--- src/rtl/seq_divider8_pkg.sv ---
// Shared definitions for the iterative restoring divider: FSM states and default width.
package seq_divider8_pkg;

    localparam int unsigned DIV_WIDTH = 8;

    typedef enum logic [1:0] {
        S_IDLE   = 2'd0,
        S_CALC   = 2'd1,
        S_FINISH = 2'd2
    } state_t;

endpackage

--- src/rtl/seq_divider8_sub_borrow9.sv ---
// Combinational N-bit subtractor: diff = a - b, borrow set when a < b.
module sub_borrow9 #(
    parameter int unsigned N = 9
) (
    input  logic [N-1:0] a,
    input  logic [N-1:0] b,
    output logic [N-1:0] diff,
    output logic         borrow
);

    assign {borrow, diff} = {1'b0, a} - {1'b0, b};

endmodule

--- src/rtl/seq_divider8.sv ---
// Iterative unsigned restoring divider: one quotient bit per clock, START/DONE handshake.
module seq_divider8
    import seq_divider8_pkg::*;
#(
    parameter int unsigned WIDTH = DIV_WIDTH
) (
    input  logic             CLK,
    input  logic             RESET,
    input  logic             START,
    input  logic [WIDTH-1:0] DIVIDEND,
    input  logic [WIDTH-1:0] DIVISOR,
    output logic [WIDTH-1:0] QUOTIENT,
    output logic [WIDTH-1:0] REMAINDER,
    output logic             BUSY,
    output logic             DONE,
    output logic             DIV_BY_ZERO
);

    localparam int unsigned CW = (WIDTH > 1) ? $clog2(WIDTH) : 1;

    state_t           state, state_nx;
    logic [WIDTH-1:0] d, q, r;
    logic [CW-1:0]    cnt;
    logic [WIDTH:0]   t, diff, r_nx;
    logic [WIDTH-1:0] q_nx;
    logic             borrow, last, accept, zero_div;
    logic             unused_msb;

    assign t = {r, q[WIDTH-1]};

    sub_borrow9 #(.N(WIDTH + 1)) u_sub (
        .a      (t),
        .b      ({1'b0, d}),
        .diff   (diff),
        .borrow (borrow)
    );

    assign q_nx     = {q[WIDTH-2:0], ~borrow};
    assign r_nx     = borrow ? t : diff;
    // a restored partial remainder is always below the divisor, so its top bit is always 0
    assign unused_msb = r_nx[WIDTH];
    assign last     = (cnt == CW'(WIDTH - 1));
    assign accept   = START && (state == S_IDLE || state == S_FINISH);
    assign zero_div = (DIVISOR == '0);

    always_comb begin
        state_nx = state;
        case (state)
            S_IDLE, S_FINISH: begin
                if (START)
                    state_nx = zero_div ? S_FINISH : S_CALC;
                else
                    state_nx = S_IDLE;
            end
            S_CALC: begin
                if (last)
                    state_nx = S_FINISH;
            end
            default: state_nx = S_IDLE;
        endcase
    end

    always_ff @(posedge CLK) begin
        if (RESET) begin
            state <= S_IDLE;
            d     <= '0;
            q     <= '0;
            r     <= '0;
            cnt   <= '0;
        end else begin
            state <= state_nx;
            if (accept && !zero_div) begin
                d   <= DIVISOR;
                q   <= DIVIDEND;
                r   <= '0;
                cnt <= '0;
            end else if (state == S_CALC) begin
                q   <= q_nx;
                r   <= r_nx[WIDTH-1:0];
                cnt <= cnt + 1'b1;
            end
        end
    end

    // DONE is registered from FINISH, so it trails the result load by one edge
    always_ff @(posedge CLK) begin
        if (RESET) begin
            QUOTIENT    <= '0;
            REMAINDER   <= '0;
            BUSY        <= 1'b0;
            DONE        <= 1'b0;
            DIV_BY_ZERO <= 1'b0;
        end else begin
            DONE <= (state == S_FINISH);
            BUSY <= (state_nx == S_CALC);
            if (accept && zero_div) begin
                QUOTIENT    <= '1;
                REMAINDER   <= DIVIDEND;
                DIV_BY_ZERO <= 1'b1;
            end else if (accept) begin
                DIV_BY_ZERO <= 1'b0;
            end else if (state == S_CALC && last) begin
                QUOTIENT  <= q_nx;
                REMAINDER <= r_nx[WIDTH-1:0];
            end
        end
    end

endmodule

--- config.mk ---
export PLATFORM = sky130hd
export DESIGN_NAME = seq_divider8
export DESIGN_NICKNAME = d
export VERILOG_FILES = /design/src/rtl/seq_divider8_pkg.sv /design/src/rtl/seq_divider8_sub_borrow9.sv /design/src/rtl/seq_divider8.sv
export SDC_FILE = /design/constraint.sdc
export NUM_CORES = 1
export LEC_CHECK = 0
export BUFFER_PORTS_ARGS = -buffer_cell sky130_fd_sc_hd__buf_2
export CELL_PAD_IN_SITES_DETAIL_PLACEMENT = 0
export CELL_PAD_IN_SITES_GLOBAL_PLACEMENT = 1
export CORE_MARGIN = 2
export CORE_UTILIZATION = 41
export CTS_CLUSTER_SIZE = 24
export DETAILED_ROUTE_END_ITERATION = 7
export GPL_ROUTABILITY_DRIVEN = 0
export MAX_ROUTING_LAYER = met4
export PLACE_DENSITY = 0.83
export SKIP_LAST_GASP = 1
export SLEW_MARGIN = 20
export SYNTH_ARGS = -nofsm -noshare
export SYNTH_HDL_FRONTEND = slang
export SYNTH_SLANG_ARGS = --single-unit
--- constraint.sdc ---
create_clock -name CLK -period 2.72 [get_ports CLK]
set_clock_uncertainty 0.05 [all_clocks]
set_input_delay 0.272 -clock CLK [delete_from_list [all_inputs] [get_ports CLK]]
set_output_delay 0.272 -clock CLK [all_outputs]
set_load 0.03 [all_outputs]
Word-level counts from Yosys, hierarchy flattened:

Index checks and enable logic that the tools add are counted.

* $add $sub $neg: 2
* eq/ne operators: 5
* multiplexer cells: 15
* bitwise operators: 1
* reduce and logical (&&, ||, !) cells: 14

Operators by type and width (number)
* 8-bit 2-to-1 mux: 9
* 9-bit by 8-bit subtractor with 10-bit output: 1
* 8-bit zero test: 1
* 2-bit 2-to-1 mux: 3
* 2-bit nonzero test: 3
* 2-bit by 1-bit == test with 1-bit output, second input constant: 2
* 1-bit logical AND: 4
* 2-bit one-hot mux with 2 select lines: 1
* 2-bit OR reduction: 2
* 3-bit by 1-bit adder with 3-bit output, second input constant: 1
* 3-bit == test, second input constant: 1
* 2-bit == test, second input constant: 1
* 2-bit zero test: 1
* 1-bit 2-to-1 mux: 2
* 2-bit by 1-bit inequality test with 1-bit output, second input constant: 1
* 2-bit AND reduction: 1
* 1-bit zero test: 1
* 1-bit logical OR: 1
* 1-bit NOT: 1

* register bits after elaboration: 48
* input bits: 19
* output and inout bits: 19
* logic and storage cells: 47

Logic depth before layout (Yosys ltp):

* depth after elaboration: 6
* depth in mapped cells: 9
* gate-level depth less buffers: 9

By module:

Synthesis repeated with hierarchy kept, for this count alone.

* cells, all modules: 272
* area total of the unflattened synthesis: 2438.6 µm²

Modules (own cells, without submodules)
* seq_divider8: instances 1, cells an instance 222, area an instance 2069.5 µm², seq. area each 960.9 µm²
* sub_borrow9: instances 1, cells an instance 50, area an instance 369.1 µm², seq. area each 0.0 µm²

Least setup slack after synthesis:

Ideal clock, no wire load.

* kind: reg-to-reg
* from: reg d[1]
* to: reg REMAINDER[1]
* library setup time: 0.075 ns
* arrival: 1.994 ns
* required time: 2.595 ns
* path slack: 0.601 ns
* cell stages (with the launch flop): 10
* path buffers: 1
* period minus slack after synthesis: 2.119 ns
* path through: dfxtp_1 -> inv_1 -> ha_1 -> nor2b_1 -> o311ai_2 -> a211o_1 -> and2_4 -> buf_6 -> mux2_4 -> o22ai_2

* cells in the longest elaborated chain, start to end: 5

Ends and longest elaborated chain
* from (decl): RTL line seq_divider8.sv:22 `logic [WIDTH-1:0] d, q, r;`
* from (signal assigned): RTL line seq_divider8.sv:66 `d <= '0;`
* from (signal assigned): RTL line seq_divider8.sv:73 `d <= DIVISOR;`
* 9-bit by 8-bit subtractor with 10-bit output: RTL line seq_divider8_sub_borrow9.sv:11 `assign {borrow, diff} = {1'b0, a} - {1'b0, b};`
* 8-bit 2-to-1 mux: RTL line seq_divider8.sv:39 `assign r_nx = borrow ? t : diff;`
* 8-bit 2-to-1 mux: RTL line seq_divider8.sv:102 `end else if (state == S_CALC && last) begin`
* 8-bit 2-to-1 mux: RTL line seq_divider8.sv:100 `end else if (accept) begin`
* 8-bit 2-to-1 mux: RTL line seq_divider8.sv:96 `if (accept && zero_div) begin`
* to (signal assigned): RTL line seq_divider8.sv:104 `REMAINDER <= r_nx[WIDTH-1:0];`
* to (decl): RTL line seq_divider8.sv:13 `output logic [WIDTH-1:0] REMAINDER,`

No other way between the ends. The select of a mux whose other input is x is not followed.
A chain may end at the register's enable or synchronous reset.

Worst setup path after layout:

* from: reg d[1]
* to: reg REMAINDER[0]

The elaborated chain is that of the path after synthesis.

==> metrics.txt <==
# TYPE chip_impl_metric gauge
chip_impl_info{name="hold_class",value="input pin to flop"} 1
chip_impl_metric{name="max_slew.worst_pin.slew",unit="ns"} 0.692
chip_impl_metric{name="pre_cts_slack",unit="ns"} 0.450
chip_impl_info{name="cpMaxStageDelayCell",value="dfxtp_1"} 1
chip_impl_info{name="synth.area.top_cells",value="dfxtp_1, a21oi_1, ha_1, nand2_1, nor2_1"} 1
chip_impl_metric{name="clk-insertion-delay-late",unit="ns"} 0.30
chip_impl_info{name="rsz0062_at_grt",value="no"} 1
chip_impl_info{name="run_status",value="finished, final reports clean"} 1
chip_impl_metric{name="core_area",unit="um^2"} 5510
chip_impl_info{name="cp_capture_type",value="flop"} 1
chip_impl_metric{name="floorplan.rows",unit=""} 27
chip_impl_metric{name="synth.yosys.warnings",unit=""} 0
chip_impl_metric{name="tritoncts_num_sinks",unit=""} 48
chip_impl_metric{name="cts_hold_repair.buffers",unit=""} 0
chip_impl_metric{name="placedInstanceArea",unit="um^2"} 2590
chip_impl_metric{name="irDropWorstVdd",unit="mV"} 0.354
chip_impl_metric{name="drt_drc_violations_left",unit=""} 0
chip_impl_metric{name="hold_vio_cnt_final",unit=""} 0
chip_impl_metric{name="die_area",unit="um^2"} 6300
chip_impl_info{name="cts_root_buf",value="clkbuf_8"} 1
chip_impl_info{name="tritoncts_clock_tree",value="yes"} 1
chip_impl_metric{name="io_pins",unit=""} 38
chip_impl_metric{name="timing.fmax",unit="MHz"} 442
chip_impl_metric{name="final_design_area_no_fill",unit="um^2"} 2700
chip_impl_metric{name="clock_tree.buffer_depth",unit=""} 2
chip_impl_metric{name="cts.repair.resized",unit=""} 0
chip_impl_metric{name="cts_setup_buffers",unit=""} 0
chip_impl_metric{name="grt_util_all_layers",unit="%"} 19.1
chip_impl_metric{name="yosys.area.top_type_share",unit="%"} 41.2
chip_impl_metric{name="postLayoutSetupSlackWorst",unit="ns"} 0.460
chip_impl_metric{name="starting_density_of_the_core",unit="%"} 42.3
chip_impl_info{name="hold_path_startpoint",value="DIVISOR[4]"} 1
chip_impl_info{name="r2r-start",value="d[1]"} 1
chip_impl_metric{name="post-place-cells",unit=""} 380
chip_impl_metric{name="postRouteWirelength",unit="mm"} 5.49
chip_impl_info{name="ys.flop_type",value="dfxtp_1"} 1
chip_impl_metric{name="ff2ff_path_depth",unit=""} 8
chip_impl_info{name="layout.cells.most_common_list",value="dfxtp_1, buf_2, a21oi_1, nand2_1, nor2_1"} 1
chip_impl_metric{name="cell_area_power_density",unit="nW/um^2"} 586
chip_impl_metric{name="total_power",unit="mW"} 1.58
chip_impl_metric{name="dpl.hpwl",unit="mm"} 3.97
chip_impl_metric{name="synth_seq_area_share",unit="%"} 41.2
chip_impl_metric{name="path_max_fanout",unit=""} 13
chip_impl_metric{name="grt_first_pass_wirelength",unit="mm"} 9.34
chip_impl_metric{name="max_cap_violations",unit=""} 0
chip_impl_metric{name="post_synth_instance_area",unit="um^2"} 2330
chip_impl_info{name="timing.critical_path.from_type",value="flop"} 1
chip_impl_metric{name="grt_antenna_before_repair",unit=""} 0
chip_impl_metric{name="grt_max_degree",unit=""} 38
chip_impl_metric{name="clkTransAtPathRegs",unit="ns"} 0.09
chip_impl_metric{name="synth.avg_cell_area",unit="um^2"} 8.35
chip_impl_metric{name="worst-endpoint-required",unit="ns"} 2.89
chip_impl_metric{name="vias_in_the_first_global_route",unit=""} 1998
chip_impl_metric{name="die_width",unit="um"} 79.4
chip_impl_metric{name="leakage",unit="nW"} 1.12
chip_impl_metric{name="setup_viol",unit=""} 0
chip_impl_metric{name="die_y",unit="um"} 79.4
chip_impl_metric{name="area_growth",unit="%"} 15.9
chip_impl_metric{name="numPortBuffers",unit=""} 37
chip_impl_metric{name="drt_pass1_iterations",unit=""} 4
chip_impl_info{name="synth.largest_area_cell",value="dfxtp_1"} 1
chip_impl_metric{name="postSynth.asyncResetShare",unit="%"} 0
chip_impl_info{name="critical_path.cell_chain",value="inv_1, ha_1, nor2b_1, o311ai_2, a211o_1, and2_4, mux2_2, o22ai_1"} 1
chip_impl_metric{name="ant_diodes",unit=""} 0
chip_impl_metric{name="post-route-min-period",unit="ns"} 2.26
chip_impl_metric{name="final_layout_size_suffix_gt1_share",unit="%"} 19.9
chip_impl_info{name="hold-path-endpoint",value="d[4]"} 1
chip_impl_metric{name="global_route.overflow_total",unit=""} 0
chip_impl_metric{name="synth_edf_count",unit=""} 0
chip_impl_metric{name="setup-tns-final",unit="ns"} 0
chip_impl_metric{name="ff2ff_setup_slack",unit="ns"} 0.46
chip_impl_metric{name="via_count",unit=""} 2080
chip_impl_metric{name="synthesis.nets",unit=""} 309
chip_impl_metric{name="finalNetCount",unit=""} 345
chip_impl_info{name="worstSetupPathType",value="flop to flop"} 1
chip_impl_metric{name="hold_depth",unit=""} 3
chip_impl_metric{name="worst_path_largest_cell_delay",unit="ns"} 0.36
chip_impl_metric{name="synth_seq_cells",unit=""} 48
chip_impl_metric{name="final_cell_count_no_fill",unit=""} 388
chip_impl_metric{name="report.final.slew_viol_count",unit=""} 0
chip_impl_metric{name="numCtsBuffers",unit=""} 5
chip_impl_metric{name="detail-route-antenna-nets",unit=""} 0
chip_impl_metric{name="timing.max_slew.rel_slack",unit="%"} 53.8
chip_impl_metric{name="worst-endpoint-arrival",unit="ns"} 2.43
chip_impl_info{name="regToRegEndpoint",value="REMAINDER[0]"} 1
chip_impl_metric{name="finish.utilization",unit="%"} 49.0
chip_impl_metric{name="post-route-period-util",unit="%"} 83.1
chip_impl_metric{name="wl_per_cell",unit="um"} 14.2
chip_impl_metric{name="hold_ws",unit="ns"} 0.180
chip_impl_metric{name="yosys.cell_types.count",unit=""} 47
chip_impl_info{name="commonest_non_fill_non_tap_cell_in_the_layout",value="dfxtp_1"} 1
chip_impl_metric{name="cts_htree_levels",unit=""} 2
chip_impl_metric{name="viasPerCell",unit=""} 5.36
chip_impl_metric{name="drtIter0Drc",unit=""} 111
chip_impl_metric{name="number_of_standard_cells_after_synthesis",unit=""} 279
[sequential cells by signal (all words and copies together) (netlist names)]
signal	cells
QUOTIENT	8
BUSY	1
d	8
state	2
DONE	1
REMAINDER	8
cnt	3
DIV_BY_ZERO	1
r	8
q	8
[report_power, final]
group | internal [mW] | total, mW | switching [mW] | leakage [nW]
clock network | 0.273 | 0.513 | 0.240 | 0.0552
logic | 0.138 | 0.321 | 0.183 | 0.676
registers | 0.730 | 0.749 | 0.0187 | 0.391
total | 1.14 | 1.58 | 0.442 | 1.12
[worst max-delay path by stage]
stage	startpoint	end	slack, ns	depth (start not counted)
5_1_grt	d[1]	REMAINDER[7]	0.27	8
4_1_cts	d[1]	REMAINDER[0]	0.45	8
3_3_place_gp	d[1]	REMAINDER[0]	0.52	8
3_5_place_dp	d[1]	REMAINDER[0]	0.45	8
6_report	d[1]	REMAINDER[0]	0.46	8
2_1_floorplan	d[1]	REMAINDER[1]	0.60	9
[layout make-up]
class | instances | area (um^2)
Clock buffer | 6 | 72.6
Clock inverter | 2 | 35.0
Fill cell | 561 | 2810
Inverter | 12 | 45.0
Multi-Input combinational cell | 204 | 1260
Sequential cell | 48 | 961
Tap cell | 72 | 90.1
Timing Repair Buffer | 44 | 238
[per-layer routing]
metal  part of all wire (%)  global-route usage (%)
met1                     49                    23.8
met3                    2.9                    3.51
met5                      0                       -
met2                     48                    32.5
met4                   0.36                    4.14
[synth_stat cells, types with 2 or more instances]
library cell and number:
a211oi_1 2, a21oi_1 32, a22oi_1 8, a31oi_1 11
and3_1 8, buf_1 2, clkbuf_1 11, dfxtp_1 48
ha_1 10, inv_1 12, mux2_2 2, mux2i_1 5
nand2_1 32, nand3_1 7, nand4_1 2, nor2_1 29
nor2b_1 7, nor3_1 5, nor4_2 2, o21a_1 2
o21ai_0 7, o22ai_1 4, o31ai_1 2, or2_2 3
or4_1 2, xnor2_1 3
[kinds of logic (layout without fill, tap and decap cells)]
| family | after synthesis | after routing | share of synthesized area, % |
|---|---|---|---|
| simple gates | 103 | 103 | 21.4 |
| fa+ha+maj | 11 | 11 | 6.23 |
| buf+inv | 27 | 64 | 4.73 |
| mux | 8 | 8 | 3.76 |
| xor+xnor | 4 | 4 | 1.50 |
| flops | 48 | 48 | 41.2 |
| compound gates | 78 | 78 | 21.2 |
[critical path: cells and delay by family (launching register included)]
family,cells,cell delay [ns]
adders and majority gates,1,0.28
AOI/OAI and AO/OA,3,0.66
and+or+nand+nor,2,0.40
muxes,1,0.35
DFF,1,0.36
buffers and inverters,1,0.07
Power figures use the tool's default switching activity.
